File: src/rtl/bj_pkg.sv
// Shared blackjack definitions: rank encoding, rank-to-value mapping, shoe FSM states.
package bj_pkg;

  localparam int unsigned RANK_W    = 4;
  localparam int unsigned VALUE_W   = 5;
  localparam int unsigned CNT_W     = 5;
  localparam int unsigned LEFT_W    = 8;
  localparam int unsigned LFSR_W    = 16;
  localparam int unsigned NUM_RANKS = 13;
  localparam int unsigned HAND_MAX  = 21;

  localparam logic [RANK_W-1:0] RANK_ACE   = 4'd0;
  localparam logic [RANK_W-1:0] RANK_TWO   = 4'd1;
  localparam logic [RANK_W-1:0] RANK_THREE = 4'd2;
  localparam logic [RANK_W-1:0] RANK_FOUR  = 4'd3;
  localparam logic [RANK_W-1:0] RANK_FIVE  = 4'd4;
  localparam logic [RANK_W-1:0] RANK_SIX   = 4'd5;
  localparam logic [RANK_W-1:0] RANK_SEVEN = 4'd6;
  localparam logic [RANK_W-1:0] RANK_EIGHT = 4'd7;
  localparam logic [RANK_W-1:0] RANK_NINE  = 4'd8;
  localparam logic [RANK_W-1:0] RANK_TEN   = 4'd9;
  localparam logic [RANK_W-1:0] RANK_JACK  = 4'd10;
  localparam logic [RANK_W-1:0] RANK_QUEEN = 4'd11;
  localparam logic [RANK_W-1:0] RANK_KING  = 4'd12;

  typedef enum logic [1:0] {
    IDLE    = 2'd0,
    SEARCH  = 2'd1,
    DELIVER = 2'd2
  } state_t;

  // Hard value of a rank; aces count as 1, the consumer decides on 11.
  function automatic logic [VALUE_W-1:0] rank_to_value(input logic [RANK_W-1:0] rank);
    logic [VALUE_W-1:0] value;
    if (rank == RANK_ACE) begin
      value = VALUE_W'(1);
    end else if (rank <= RANK_TEN) begin
      value = VALUE_W'(rank) + VALUE_W'(1);
    end else begin
      value = VALUE_W'(10);
    end
    return value;
  endfunction

endpackage

File: src/rtl/lfsr16.sv
// Free-running 16-bit Fibonacci LFSR, polynomial x^16 + x^14 + x^13 + x^11 + 1.
module lfsr16
  import bj_pkg::*;
#(
  parameter logic [LFSR_W-1:0] SEED = 16'hACE1
) (
  input  logic              Clock,
  input  logic              reset_n,
  output logic [LFSR_W-1:0] q
);

  logic fb_c;

  // Feedback from taps 16, 14, 13, 11 (bit 16 is the MSB).
  always_comb begin
    fb_c = q[15] ^ q[13] ^ q[12] ^ q[10];
  end

  // Shift toward the MSB every cycle, feedback enters at the LSB.
  always_ff @(posedge Clock or negedge reset_n) begin
    if (!reset_n) begin
      q <= SEED;
    end else begin
      q <= {q[LFSR_W-2:0], fb_c};
    end
  end

endmodule

File: src/rtl/card_shoe.sv
// Card shoe: per-rank counts of a DECKS-deck shoe, random draw by LFSR rejection sampling.
module card_shoe
  import bj_pkg::*;
#(
  parameter int unsigned       DECKS     = 1,
  parameter logic [LFSR_W-1:0] LFSR_SEED = 16'hACE1
) (
  input  logic               Clock,
  input  logic               reset_n,
  input  logic               draw_req,
  input  logic               shuffle,
  output logic               card_valid,
  output logic [VALUE_W-1:0] card_value,
  output logic [RANK_W-1:0]  card_rank,
  output logic               card_is_ace,
  output logic               empty_err,
  output logic               busy,
  output logic [LEFT_W-1:0]  cards_left
);

  localparam logic [CNT_W-1:0]  RANK_FULL = CNT_W'(4 * DECKS);
  localparam logic [LEFT_W-1:0] SHOE_FULL = LEFT_W'(52 * DECKS);

  state_t                           state;
  logic [NUM_RANKS-1:0][CNT_W-1:0]  rank_cnt;
  logic [LFSR_W-1:0]                lfsr_q;
  logic [RANK_W-1:0]                cand;
  logic                             hit_c;
  logic                             unused_lfsr_bits;

  lfsr16 #(
    .SEED (LFSR_SEED)
  ) u_lfsr (
    .Clock   (Clock),
    .reset_n (reset_n),
    .q       (lfsr_q)
  );

  assign cand             = lfsr_q[RANK_W-1:0];
  assign unused_lfsr_bits = ^lfsr_q[LFSR_W-1:RANK_W];

  // Candidate is accepted when it names a real rank that still has cards.
  always_comb begin
    hit_c = 1'b0;
    if (cand <= RANK_KING) begin
      hit_c = (rank_cnt[cand] != '0);
    end
  end

  // Draw FSM, rank store and registered outputs; shuffle overrides every state.
  always_ff @(posedge Clock or negedge reset_n) begin
    if (!reset_n) begin
      state       <= IDLE;
      rank_cnt    <= {NUM_RANKS{RANK_FULL}};
      cards_left  <= SHOE_FULL;
      card_valid  <= 1'b0;
      empty_err   <= 1'b0;
      busy        <= 1'b0;
      card_value  <= '0;
      card_rank   <= '0;
      card_is_ace <= 1'b0;
    end else begin
      card_valid <= 1'b0;
      empty_err  <= 1'b0;
      if (shuffle) begin
        rank_cnt   <= {NUM_RANKS{RANK_FULL}};
        cards_left <= SHOE_FULL;
        state      <= IDLE;
        busy       <= 1'b0;
      end else begin
        case (state)
          IDLE: begin
            if (draw_req) begin
              if (cards_left == '0) begin
                empty_err <= 1'b1;
              end else begin
                state <= SEARCH;
                busy  <= 1'b1;
              end
            end
          end
          SEARCH: begin
            if (hit_c) begin
              rank_cnt[cand] <= rank_cnt[cand] - CNT_W'(1);
              cards_left     <= cards_left - LEFT_W'(1);
              card_rank      <= cand;
              card_value     <= rank_to_value(cand);
              card_is_ace    <= (cand == RANK_ACE);
              card_valid     <= 1'b1;
              state          <= DELIVER;
            end
          end
          DELIVER: begin
            state <= IDLE;
            busy  <= 1'b0;
          end
          default: begin
            state <= IDLE;
            busy  <= 1'b0;
          end
        endcase
      end
    end
  end

endmodule

File: config.mk
export PLATFORM = sky130hd
export DESIGN_NAME = card_shoe
export DESIGN_NICKNAME = d
export VERILOG_FILES = /design/src/rtl/bj_pkg.sv /design/src/rtl/lfsr16.sv /design/src/rtl/card_shoe.sv
export SDC_FILE = /design/constraint.sdc
export NUM_CORES = 1
export LEC_CHECK = 0
export CAP_MARGIN = 20
export CORE_MARGIN = 4
export CORE_UTILIZATION = 45
export CTS_CLUSTER_DIAMETER = 50
export DETAILED_ROUTE_END_ITERATION = 12
export PLACE_DENSITY = 0.61
export SLEW_MARGIN = 20
export SYNTH_ARGS = -nofsm -noshare
export SYNTH_HDL_FRONTEND = slang
export SYNTH_SLANG_ARGS = --single-unit
export TNS_END_PERCENT = 5
File: constraint.sdc
create_clock -name Clock -period 7.8 [get_ports Clock]
set_clock_uncertainty 0.15 [all_clocks]
set_input_delay 1.17 -clock Clock [delete_from_list [all_inputs] [get_ports Clock]]
set_output_delay 1.17 -clock Clock [all_outputs]
set_load 0.01 [all_outputs]
==> results of run 1 <==
-- sequential cells by signal (all words and copies together) (netlist names) --
name,flops
busy,1
card_is_ace,1
card_rank,4
card_valid,1
card_value,5
cards_left,8
empty_err,1
rank_cnt,65
state,2
u_lfsr.q,16
-- critical path: cells and delay by family, from the launching register on --
family | cells | cell delay [ns]
compound gates | 4 | 1.06
simple gates | 3 | 1.00
flops | 1 | 0.58
buf+inv | 1 | 0.46
mux | 1 | 0.39
fa+ha+maj | 1 | 0.21
-- synth_stat cells (3+ instances only) --
master     number  area (sq um)
a211oi_1        8         60.06
a21oi_1         3         15.01
a22o_1         12         105.1
a2bb2o_1        6         60.06
a31oi_1         3         18.77
a32o_1         15         150.1
and2_1          3         18.77
buf_2           5         25.02
buf_4           3         22.52
buf_6           3         33.78
clkbuf_1       13         48.80
dfrtp_1        80          2002
dfstp_2        24         630.6
ha_1            8         100.1
inv_1           9         33.78
mux2_2          4         45.04
mux2i_1        26         260.3
mux4_2          4         90.09
nand2_1        35         131.4
nand2b_1        4         25.02
nand3_1         7         35.03
nor2_1         47         176.4
nor3_1         10         50.05
nor3b_1         3         22.52
nor4_1          3         18.77
o21a_1          3         22.52
o21ai_0        11         55.05
o22ai_1         6         37.54
o2bb2ai_1       8         70.07
o31a_1          6         52.55
o32ai_1         5         43.79
or3_1           4         25.02
xnor2_1        11         96.34
xor2_1          4         35.03
-- worst min path at each step --
stage                               start                     to  slack (ns)
floorplan           u_lfsr.q[8]$_DFF_PN0_  u_lfsr.q[9]$_DFF_PN0_        0.18
global placement    u_lfsr.q[8]$_DFF_PN0_  u_lfsr.q[9]$_DFF_PN0_        0.18
detailed placement  u_lfsr.q[8]$_DFF_PN0_  u_lfsr.q[9]$_DFF_PN0_        0.19
CTS                 u_lfsr.q[5]$_DFF_PN1_  u_lfsr.q[6]$_DFF_PN1_        0.21
global route        u_lfsr.q[5]$_DFF_PN1_  u_lfsr.q[6]$_DFF_PN1_        0.22
finish              u_lfsr.q[8]$_DFF_PN0_  u_lfsr.q[9]$_DFF_PN0_        0.21
-- metal layers --
metal / part of all wire / GRT usage / up-vias
met3: 0.057 / 0.04866 / 17
li1: - / - / 1604
met1: 0.46 / 0.2963 / 1762
met5: 0 / 0 / -
met2: 0.46 / 0.3100 / 116
met4: 0.017 / 0.06010 / 0
-- area by class of cell --
| cell class | count | area (sq um) |
|---|---|---|
| multi-input cells | 291 | 2141 |
| clock buffers | 10 | 137.6 |
| inverters | 10 | 37.54 |
| fillers | 972 | 5315 |
| repair buffers | 27 | 255.2 |
| well taps | 140 | 175.2 |
| clock inverters | 6 | 98.84 |
| flip-flops and latches | 104 | 2633 |
-- report_power, final --
group          total [mW]  switching, mW  internal [mW]
clock network       0.392          0.197          0.194
logic              0.0987         0.0665         0.0323
registers           0.557        0.00673          0.550
total                1.05          0.270          0.777
-- cell usage in the layout (no fill, tap or decap), types with 4 or more instances in the layout --
master	netlist	final
a211oi_1	8	8
mux4_2	4	4
o2bb2ai_1	8	8
nand2_1	35	35
a22o_1	12	12
xnor2_1	11	11
mux2i_1	26	26
clkbuf_8	0	10
o22ai_1	6	6
a2bb2o_1	6	6
a32o_1	15	15
o21ai_0	11	11
nand3_1	7	7
ha_1	8	8
buf_4	3	4
inv_1	9	9
dfrtp_1	80	80
nor3_1	10	10
o32ai_1	5	5
nand2b_1	4	4
clkdlybuf4s50_1	0	22
dfstp_2	24	24
or3_1	4	4
xor2_1	4	4
mux2_2	4	4
nor2_1	47	47
o31a_1	6	6
-- kinds of logic (layout without fill, tap and decap cells) --
kind of cell    Yosys count  in the layout  synth area share
mux                      34             34           0.07996
xor+xnor                 15             15           0.02657
compound gates           99             99            0.1673
simple gates            135            135            0.1389
fa+ha+maj                 8              8           0.02024
flops                   104            104            0.5324
buf+inv                  35             53           0.03466
==> run summary, run 1 <==
Status: finished, final reports clean
Root Driver: clkbuf_8
Critical Path Source: u_lfsr.q[1]$_DFF_PN0_
Initial antenna violation count: 0
DRC errors left: 0
Fin nets: 455
RSZ-0062 raised after global routing: no
Crit-path cells: buf_4 > mux2_2 > a32oi_1 > o21ai_0 > nor3_2 > ha_1 > o2111a_2 > or3_1 > nor2_1 > a22o_1
Final hold slack: 0.2076 ns
Startpoint types: register
Placed instance count: 572
Clock buffer depth: 2
Critical path type: register to register
All-Layer GR Usage: 0.2054
Wire length of the first global-routing pass: 20.36 mm
Finished Core Util: 0.5075
WL final: 12.46 mm
Total iterations of the first detailed-routing run: 5
Dpl cell area: 5241 sq um
Pin count of the biggest net entering global routing: 58
Layout Cells excl Fill: 588
Synthesized area per cell: 11.50 sq um
# Post-CTS Setup Buffers: 0
Count of cell types in the netlist: 62
Setup_tns: 0 ns
Worst Tran Pin Value: 1.049 ns
Hold path cells: 0
Worst EP arrival: 4.10 ns
Worst r2r dst: rank_cnt[3]$_DFFE_PN0P_
Power density cells: 191.2 nW/um^2
Starting density of the core: 0.4581
Clk_lat worst skew: 0.38 ns
Min Tclk post-route: 3.961 ns
IR drop worst, VDD: 0.1186 mV
Diodes inserted: 0
Max Cap Viol: 0
Cell area after layout: 5478 sq um
Sinks on Clock Net: 104
Post-synth EDFFs: 0
LEAKAGE: 2.260 nW
Async set-reset flop share out of synthesis: 1.000
Core Rows: 38
Commonest register cell after synthesis: dfrtp_1
Syn nets: 442
Worst R2R Path Depth: 10
Vias in the first global route: 3552
Req. time, crit path: 7.93 ns
Die Y: 112.8 um
CP peak stage delay: 0.59 ns
Tot Pwr: 1.047 mW
Core area: 10790 sq um
Synth Register Bits: 104
Setup violators final: 0
Drt first-iter violations: 340
YS warnings: 0
IO Port Bufs: 24
Reg2Reg Launch Point: u_lfsr.q[1]$_DFF_PN0_
Die area: 12730 sq um
Boundary Pins: 25
H-Tree Level Count: 3
Crit path capture: rank_cnt[3]$_DFFE_PN0P_
Setup slack after layout: 3.839 ns
Post-Syn Area: 4945 sq um
Final ANT Viol Nets: 0
Hold crit path type: register to register
Area grow syn2layout: 10.78%
Final Slew Violations: 0
Fin. Hold Viols: 0
Cells after Synth: 430
Critical Path Sink Type: register
Slowest CP cell: or3_1
Slew headroom: 0.2985
Pre-CTS WS: 3.873 ns
R2R setup slack: 3.84 ns
Clock tree from TritonCTS: done
Share of layout cells above drive strength 1: 0.1607
Fmax: 0.2525 GHz
Hold-fix buffers, CTS: 0
Num CTS Buffers: 9
GRT overflow: 0
Post-CTS Resized: 0
Reg clk slew, reported paths: 0.11 ns
GPL Wtd Cong: 0.9458
Tcrit/Tclk final: 0.5078
HPWL Detailed: 8.590 mm
Avg Vias per Cell: 5.951
Post-synthesis sequential area ratio: 0.5324
Worst-path fanout max: 26
Die Wd: 112.8 um
Vias: 3499
Post-DR wirelength/cell: 21.19 um
Power figures use the tool's default switching activity.
==> inputs of run 2 (changes only) <==
- clock period: 7.8 -> 4 ns (I/O delays scaled with it)
==> run 2 against run 1 <==
Via count is 0.37% higher. Design area is 1.2% higher. Die area stayed put. Flip-flop and latch count stayed put. Register-to-register slack worse by 3.6 ns. Sequential share of layout area is 0.59 points lower. Non-clock buffer count is 10 higher. Highest routed layer unchanged.
==> run summary, run 2 (synthesis gave the netlist of run 1 again) <==
Status: finished, final reports clean
HPWL Detailed: 8.676 mm (+1.0%)
Final Slew Violations: 0 (unchanged)
Clock tree from TritonCTS: done
Dpl cell area: 5341 sq um (+1.9%)
Worst EP arrival: 3.84 ns (-0.26 ns)
All-Layer GR Usage: 0.2055 (about the same)
Setup_tns: 0 ns (unchanged)
Max FFs per register: 65 (unchanged)
Boundary Pins: 25 (unchanged)
Final hold slack: 0.1297 ns (-0.07783 ns)
Reg clk slew, reported paths: 0.09 ns (-0.02 ns)
Initial antenna violation count: 0 (unchanged)
Min Tclk post-route: 3.720 ns (-0.2407 ns)
WL final: 12.31 mm (-1.2%)
Worst-path fanout max: 19 (-27%)
Critical path type: register to register
IO Port Bufs: 24 (unchanged)
Die area: 12730 sq um (unchanged)
Cell area after layout: 5545 sq um (+1.2%)
LEAKAGE: 2.301 nW (+1.8%)
Sinks on Clock Net: 104 (unchanged)
Tcrit/Tclk final: 0.9301 (+0.4223)
Post-DR wirelength/cell: 20.59 um (-2.8%)
Clk_lat worst skew: 0.38 ns (about the same)
Total iterations of the first detailed-routing run: 4 (-1)
Root Driver: clkbuf_8
H-Tree Level Count: 3 (unchanged)
Vias in the first global route: 3443 (-3.1%)
# Post-CTS Setup Buffers: 0 (unchanged)
Slew headroom: 0.3666 (+0.06812)
GPL Wtd Cong: 0.9038 (-4.4%)
Starting density of the core: 0.4581 (unchanged)
RSZ-0062 raised after global routing: no
Finished Core Util: 0.5138 (+0.006261)
Largest Register: rank_cnt
Power density cells: 349.7 nW/um^2 (+83%)
Max Cap Viol: 0 (unchanged)
Commonest non-fill, non-tap cells in the layout: dfrtp_1 (80), nor2_1 (47), nand2_1 (35)
Num CTS Buffers: 9 (unchanged)
Clock buffer depth: 2 (unchanged)
Area grow syn2layout: 12.15%
Worst Tran Pin Value: 0.9468 ns (-0.1018 ns)
Top flop regs: rank_cnt: 65 flops, u_lfsr.q: 16 flops, cards_left: 8 flops
Diodes inserted: 0 (unchanged)
Final ANT Viol Nets: 0 (unchanged)
CP bufs+invs: 1 (unchanged)
Avg Vias per Cell: 5.873 (-1.3%)
Core Rows: 38 (unchanged)
Most common cell after layout, fill and taps aside: dfrtp_1
Fmax: 0.2688 GHz (+6.5%)
Pin count of the biggest net entering global routing: 65 (+12%)
Core area: 10790 sq um (unchanged)
Drt first-iter violations: 385 (+13%)
Die Wd: 112.8 um (unchanged)
Vias: 3512 (+0.37%)
Die Y: 112.8 um (unchanged)
Crit-path cells: nor4bb_2 > nand2_1 > o21ai_0 > nor3_1 > ha_1 > o2111a_2 > buf_4 > nor2_4 > a31oi_1 > a2bb2o_1
Wire length of the first global-routing pass: 20.18 mm (-0.91%)
Critical path's top delay family: simple AND/OR/NAND/NOR gates
DRC errors left: 0 (unchanged)
Share of layout cells above drive strength 1: 0.1790 (+0.01833)
IR drop worst, VDD: 0.2420 mV (+100%)
CP peak stage delay: 0.76 ns (+0.17 ns)
GRT overflow: 0 (unchanged)
Critical Path Sink Type: register
Fin nets: 465 (+2.2%)
Hold crit path type: primary input to asynchronous set/reset pin
Startpoint types: register
Fin. Hold Viols: 0 (unchanged)
Setup violators final: 0 (unchanged)
Req. time, crit path: 4.12 ns (-3.81 ns)
Slowest CP cell: dfrtp_1
run 2: changes by cell type in the layout (fill, tap and decap cells not counted):
cell       previous run  this run
nor4bb_1              1         0
clkbuf_1              0         1
inv_8                 2         0
buf_12                0         2
buf_4                 4        12
bufinv_16             2         1
nor4bb_2              0         1
clkinv_2              0         2
run 2: path summary, 6_finish.rpt:
check / to / start / depth (start not counted) / slack [ns]
setup / recovery: rank_cnt[15]$_DFFE_PN0P_ / u_lfsr.q[3]$_DFF_PN0_ / 10 / 0.28
hold / removal: card_value[4]$_DFFE_PN0P_ / reset_n / 1 / 0.13
setup reg to reg: rank_cnt[15]$_DFFE_PN0P_ / u_lfsr.q[3]$_DFF_PN0_ / 10 / 0.28
hold reg to reg: u_lfsr.q[6]$_DFF_PN1_ / u_lfsr.q[5]$_DFF_PN1_ / 0 / 0.20
max in group asynchronous: rank_cnt[52]$_DFFE_PN1P_ / reset_n / 2 / 2.69
min in group Clock: u_lfsr.q[6]$_DFF_PN1_ / u_lfsr.q[5]$_DFF_PN1_ / 0 / 0.20
run 2: routing by layer:
metal,GRT usage,vias up,part of all wire
met5,0,-,0
li1,-,1627,-
met4,0.05048,0,0.013
met1,0.3080,1779,0.47
met2,0.2942,95,0.46
met3,0.05882,11,0.061
run 2: layout make-up:
class | instances | area [sq um]
clock buffers | 11 | 141.4
clock inverters | 5 | 56.30
fillers | 965 | 5248
inverters | 10 | 37.54
multi-input cells | 291 | 2147
flip-flops and latches | 104 | 2633
well taps | 140 | 175.2
repair buffers | 37 | 355.3
run 2: power by group:
group          total (mW)  internal, mW  switching, mW  leakage, nW
Combinational       0.195        0.0665          0.129        0.842
Sequential           1.09          1.07         0.0135         1.36
Clock               0.658         0.305          0.352       0.0993
run 2: what timing repair did:
item / CTS / global route
hold buffers: 0 / 0
gates resized for setup: 0 / 1
endpoints found under the hold margin: 0 / 0
setup endpoints to repair: 0 / 31
run 2: through the flow:
| stage | total power, mW | instances | setup slack (ns) |
|---|---|---|---|
| floorplan | 1.218 | 430 | 1.012 |
| global placement | 1.301 | 582 | 0.1063 |
| detailed placement | 1.302 | 582 | 0.1526 |
| CTS | 1.964 | 598 | 0.1191 |
| global route | 2.027 | 598 | 0.006638 |
| finish | 1.939 | 598 | 0.2797 |
==> inputs of run 3 (changes only) <==
- GPL_TIMING_DRIVEN: default -> 0
==> run 3 against run 2 <==
Combinational power rose by 8%. Flip-flop and latch count is the same. Total power grew 3.6%. Sequential share of layout area fell by 0.51 points. Die area stayed put. Design area increased by 1.1%. Register-to-register slack improved by 0.05 ns. First-iteration DRC count down 40%. Count of clock-buffer cells in the layout rose by 1. Fmax grew 1.3%. Largest power group unchanged.
==> run summary, run 3 (synthesis gave the netlist of run 1 again) <==
Fin nets: 478 (+2.8%)
RSZ-0062 raised after global routing: no
Core Rows: 38 (unchanged)
Drt first-iter violations: 230 (-40%)
Pin count of the biggest net entering global routing: 75 (+15%)
Top flop regs: rank_cnt: 65 flops, u_lfsr.q: 16 flops, cards_left: 8 flops
Vias: 3610 (+2.8%)
Sinks on Clock Net: 104 (unchanged)
H-Tree Level Count: 3 (unchanged)
Clk_lat worst skew: 0.38 ns (about the same)
Setup slack after layout: 0.3262 ns (+0.04655 ns)
Post-DR wirelength/cell: 21.71 um (+5.4%)
Min Tclk post-route: 3.674 ns (-0.04655 ns)
Status: finished, final reports clean
DRC errors left: 0 (unchanged)
IO Port Bufs: 23 (-4.2%)
Critical Path Sink Type: register
Final ANT Viol Nets: 0 (unchanged)
Hold path start: u_lfsr.q[8]$_DFF_PN0_
Most common cell after layout, fill and taps aside: dfrtp_1
Placed instance count: 594 (+2.1%)
HPWL Detailed: 9.525 mm (+9.8%)
GRT overflow: 0 (unchanged)
LEAKAGE: 2.323 nW (+0.96%)
Num CTS Buffers: 9 (unchanged)
Reg clk slew, reported paths: 0.09 ns (about the same)
Setup violators final: 0 (unchanged)
Crit-path cells: buf_2 > mux4_2 > nand2_1 > o21ai_0 > nor3_1 > ha_1 > o2111a_2 > buf_6 > nor2_4 > a31oi_1 > a2bb2o_1
Root Driver: clkbuf_8
Core area: 10790 sq um (unchanged)
Reg2Reg Launch Point: u_lfsr.q[0]$_DFF_PN1_
Hold Path End: u_lfsr.q[9]$_DFF_PN0_
Die Y: 112.8 um (unchanged)
Final Slew Violations: 0 (unchanged)
Critical path type: register to register
All-Layer GR Usage: 0.2181 (+0.01262)
Power density cells: 358.4 nW/um^2 (+2.5%)
GPL Wtd Cong: 0.9244 (+2.3%)
Fin. Hold Viols: 0 (unchanged)
Cell area after layout: 5605 sq um (+1.1%)
Pre-CTS WS: 0.2054 ns (+0.05284 ns)
Die area: 12730 sq um (unchanged)
Worst Tran Pin Value: 1.010 ns (+0.06305 ns)
Dpl cell area: 5379 sq um (+0.70%)
Total iterations of the first detailed-routing run: 5 (+1)
Worst EP arrival: 3.84 ns (about the same)
Max Cap Viol: 0 (unchanged)
R2R setup slack: 0.33 ns (+0.05 ns)
CP peak stage delay: 0.64 ns (-0.12 ns)
Diodes inserted: 0 (unchanged)
Vias in the first global route: 3689 (+7.1%)
Tcrit/Tclk final: 0.9184 (-0.01164)
Max FFs per register: 65 (unchanged)
Die Wd: 112.8 um (unchanged)
Startpoint types: register
WL final: 13.26 mm (+7.7%)
Fmax: 0.2722 GHz (+1.3%)
Worst r2r dst: rank_cnt[18]$_DFFE_PN0P_
Req. time, crit path: 4.16 ns (+0.04 ns)
Largest Register: rank_cnt
Clock buffer depth: 2 (unchanged)
Slowest CP cell: dfstp_2
Area grow syn2layout: 13.36%
Clock tree from TritonCTS: done
Starting density of the core: 0.4581 (unchanged)
Share of layout cells above drive strength 1: 0.1677 (-0.01131)
Boundary Pins: 25 (unchanged)
IR drop worst, VDD: 0.2395 mV (-1.0%)
Hold path cells: 0
Worst-path fanout max: 10 (-9)
Slew headroom: 0.3219 (-0.04473)
Avg Vias per Cell: 5.908 (+0.60%)
Layout Cells excl Fill: 611 (+2.2%)
Final hold slack: 0.1975 ns (+0.06777 ns)
Commonest non-fill, non-tap cells in the layout: dfrtp_1 (80), nor2_1 (47), nand2_1 (35)
Initial antenna violation count: 0 (unchanged)
Wire length of the first global-routing pass: 21.28 mm (+5.5%)
Hold crit path type: register to register
Worst R2R Path Depth: 11 (+1)
## run 3: cell types whose count changed in the layout (fill, tap and decap cells not counted), sizes merged
| cell | previous run | this run |
|---|---|---|
| dlygate4sd3 | 0 | 1 |
| clkbuf | 11 | 25 |
| clkinvlp | 1 | 0 |
| bufinv | 1 | 2 |
| buf | 15 | 14 |
| clkinv | 3 | 2 |
## run 3: worst max-delay path by stage
stage                                startpoint                       end  cells past startpoint  slack, ns
after global placement                  reset_n  rank_cnt[54]$_DFFE_PN0P_                      1      -1.69
after floorplan           u_lfsr.q[0]$_DFF_PN1_  rank_cnt[48]$_DFFE_PN0P_                     12       1.01
final                     u_lfsr.q[0]$_DFF_PN1_  rank_cnt[18]$_DFFE_PN0P_                     11       0.33
after global routing      u_lfsr.q[0]$_DFF_PN1_  rank_cnt[62]$_DFFE_PN1P_                     10       0.07
after CTS                 u_lfsr.q[0]$_DFF_PN1_  rank_cnt[54]$_DFFE_PN0P_                     10       0.18
after detailed placement  u_lfsr.q[0]$_DFF_PN1_  rank_cnt[54]$_DFFE_PN0P_                     10       0.21
## run 3: what timing repair did
item                                    in CTS  in global routing
resized for setup                            0                  2
hold buffers                                 1                  0
endpoints found under the hold margin       21                  0
endpoints found under the setup margin       0                  9
buffers inserted                             0                  0
## run 3: through the flow
stage | utilization | total power, mW | TNS, ns
final | 0.5194 | 2.009 | 0
after global routing | 0.5194 | 2.094 | 0
after CTS | 0.5192 | 2.032 | 0
after detailed placement | 0.4984 | 1.315 | 0
after global placement | 0.4957 | 1.310 | -145.71
after floorplan | - | 1.218 | 0
## run 3: worst max-delay path: cells and delay by family, from the launching register on
kind	cells	cell delay, ns
compound gates	4	0.99
fa+ha+maj	1	0.23
buf+inv	2	0.51
flops	1	0.64
mux	1	0.55
simple gates	3	0.54
## run 3: final cells by class
type | instances | area [sq um]
well taps | 140 | 175.2
repair buffers | 25 | 269.0
clock buffers | 12 | 145.1
plain buffers | 25 | 135.1
multi-input cells | 291 | 2141
clock inverters | 4 | 70.07
inverters | 10 | 37.54
flip-flops and latches | 104 | 2633
fillers | 959 | 5187
## run 3: per-layer routing
metal / GRT usage / share of wire / up-vias
met1: 0.3152 / 0.45 / 1826
met2: 0.3314 / 0.46 / 108
li1: - / - / 1647
met5: 0 / 0 / -
met3: 0.03797 / 0.068 / 29
met4: 0.08013 / 0.026 / 0
## run 3: where the power goes
| group | internal [mW] | leakage [nW] | switching [mW] |
|---|---|---|---|
| sequential | 1.07 | 1.36 | 0.0119 |
| clock | 0.368 | 0.110 | 0.345 |
| combinational | 0.0739 | 0.853 | 0.137 |
| total | 1.51 | 2.32 | 0.494 |
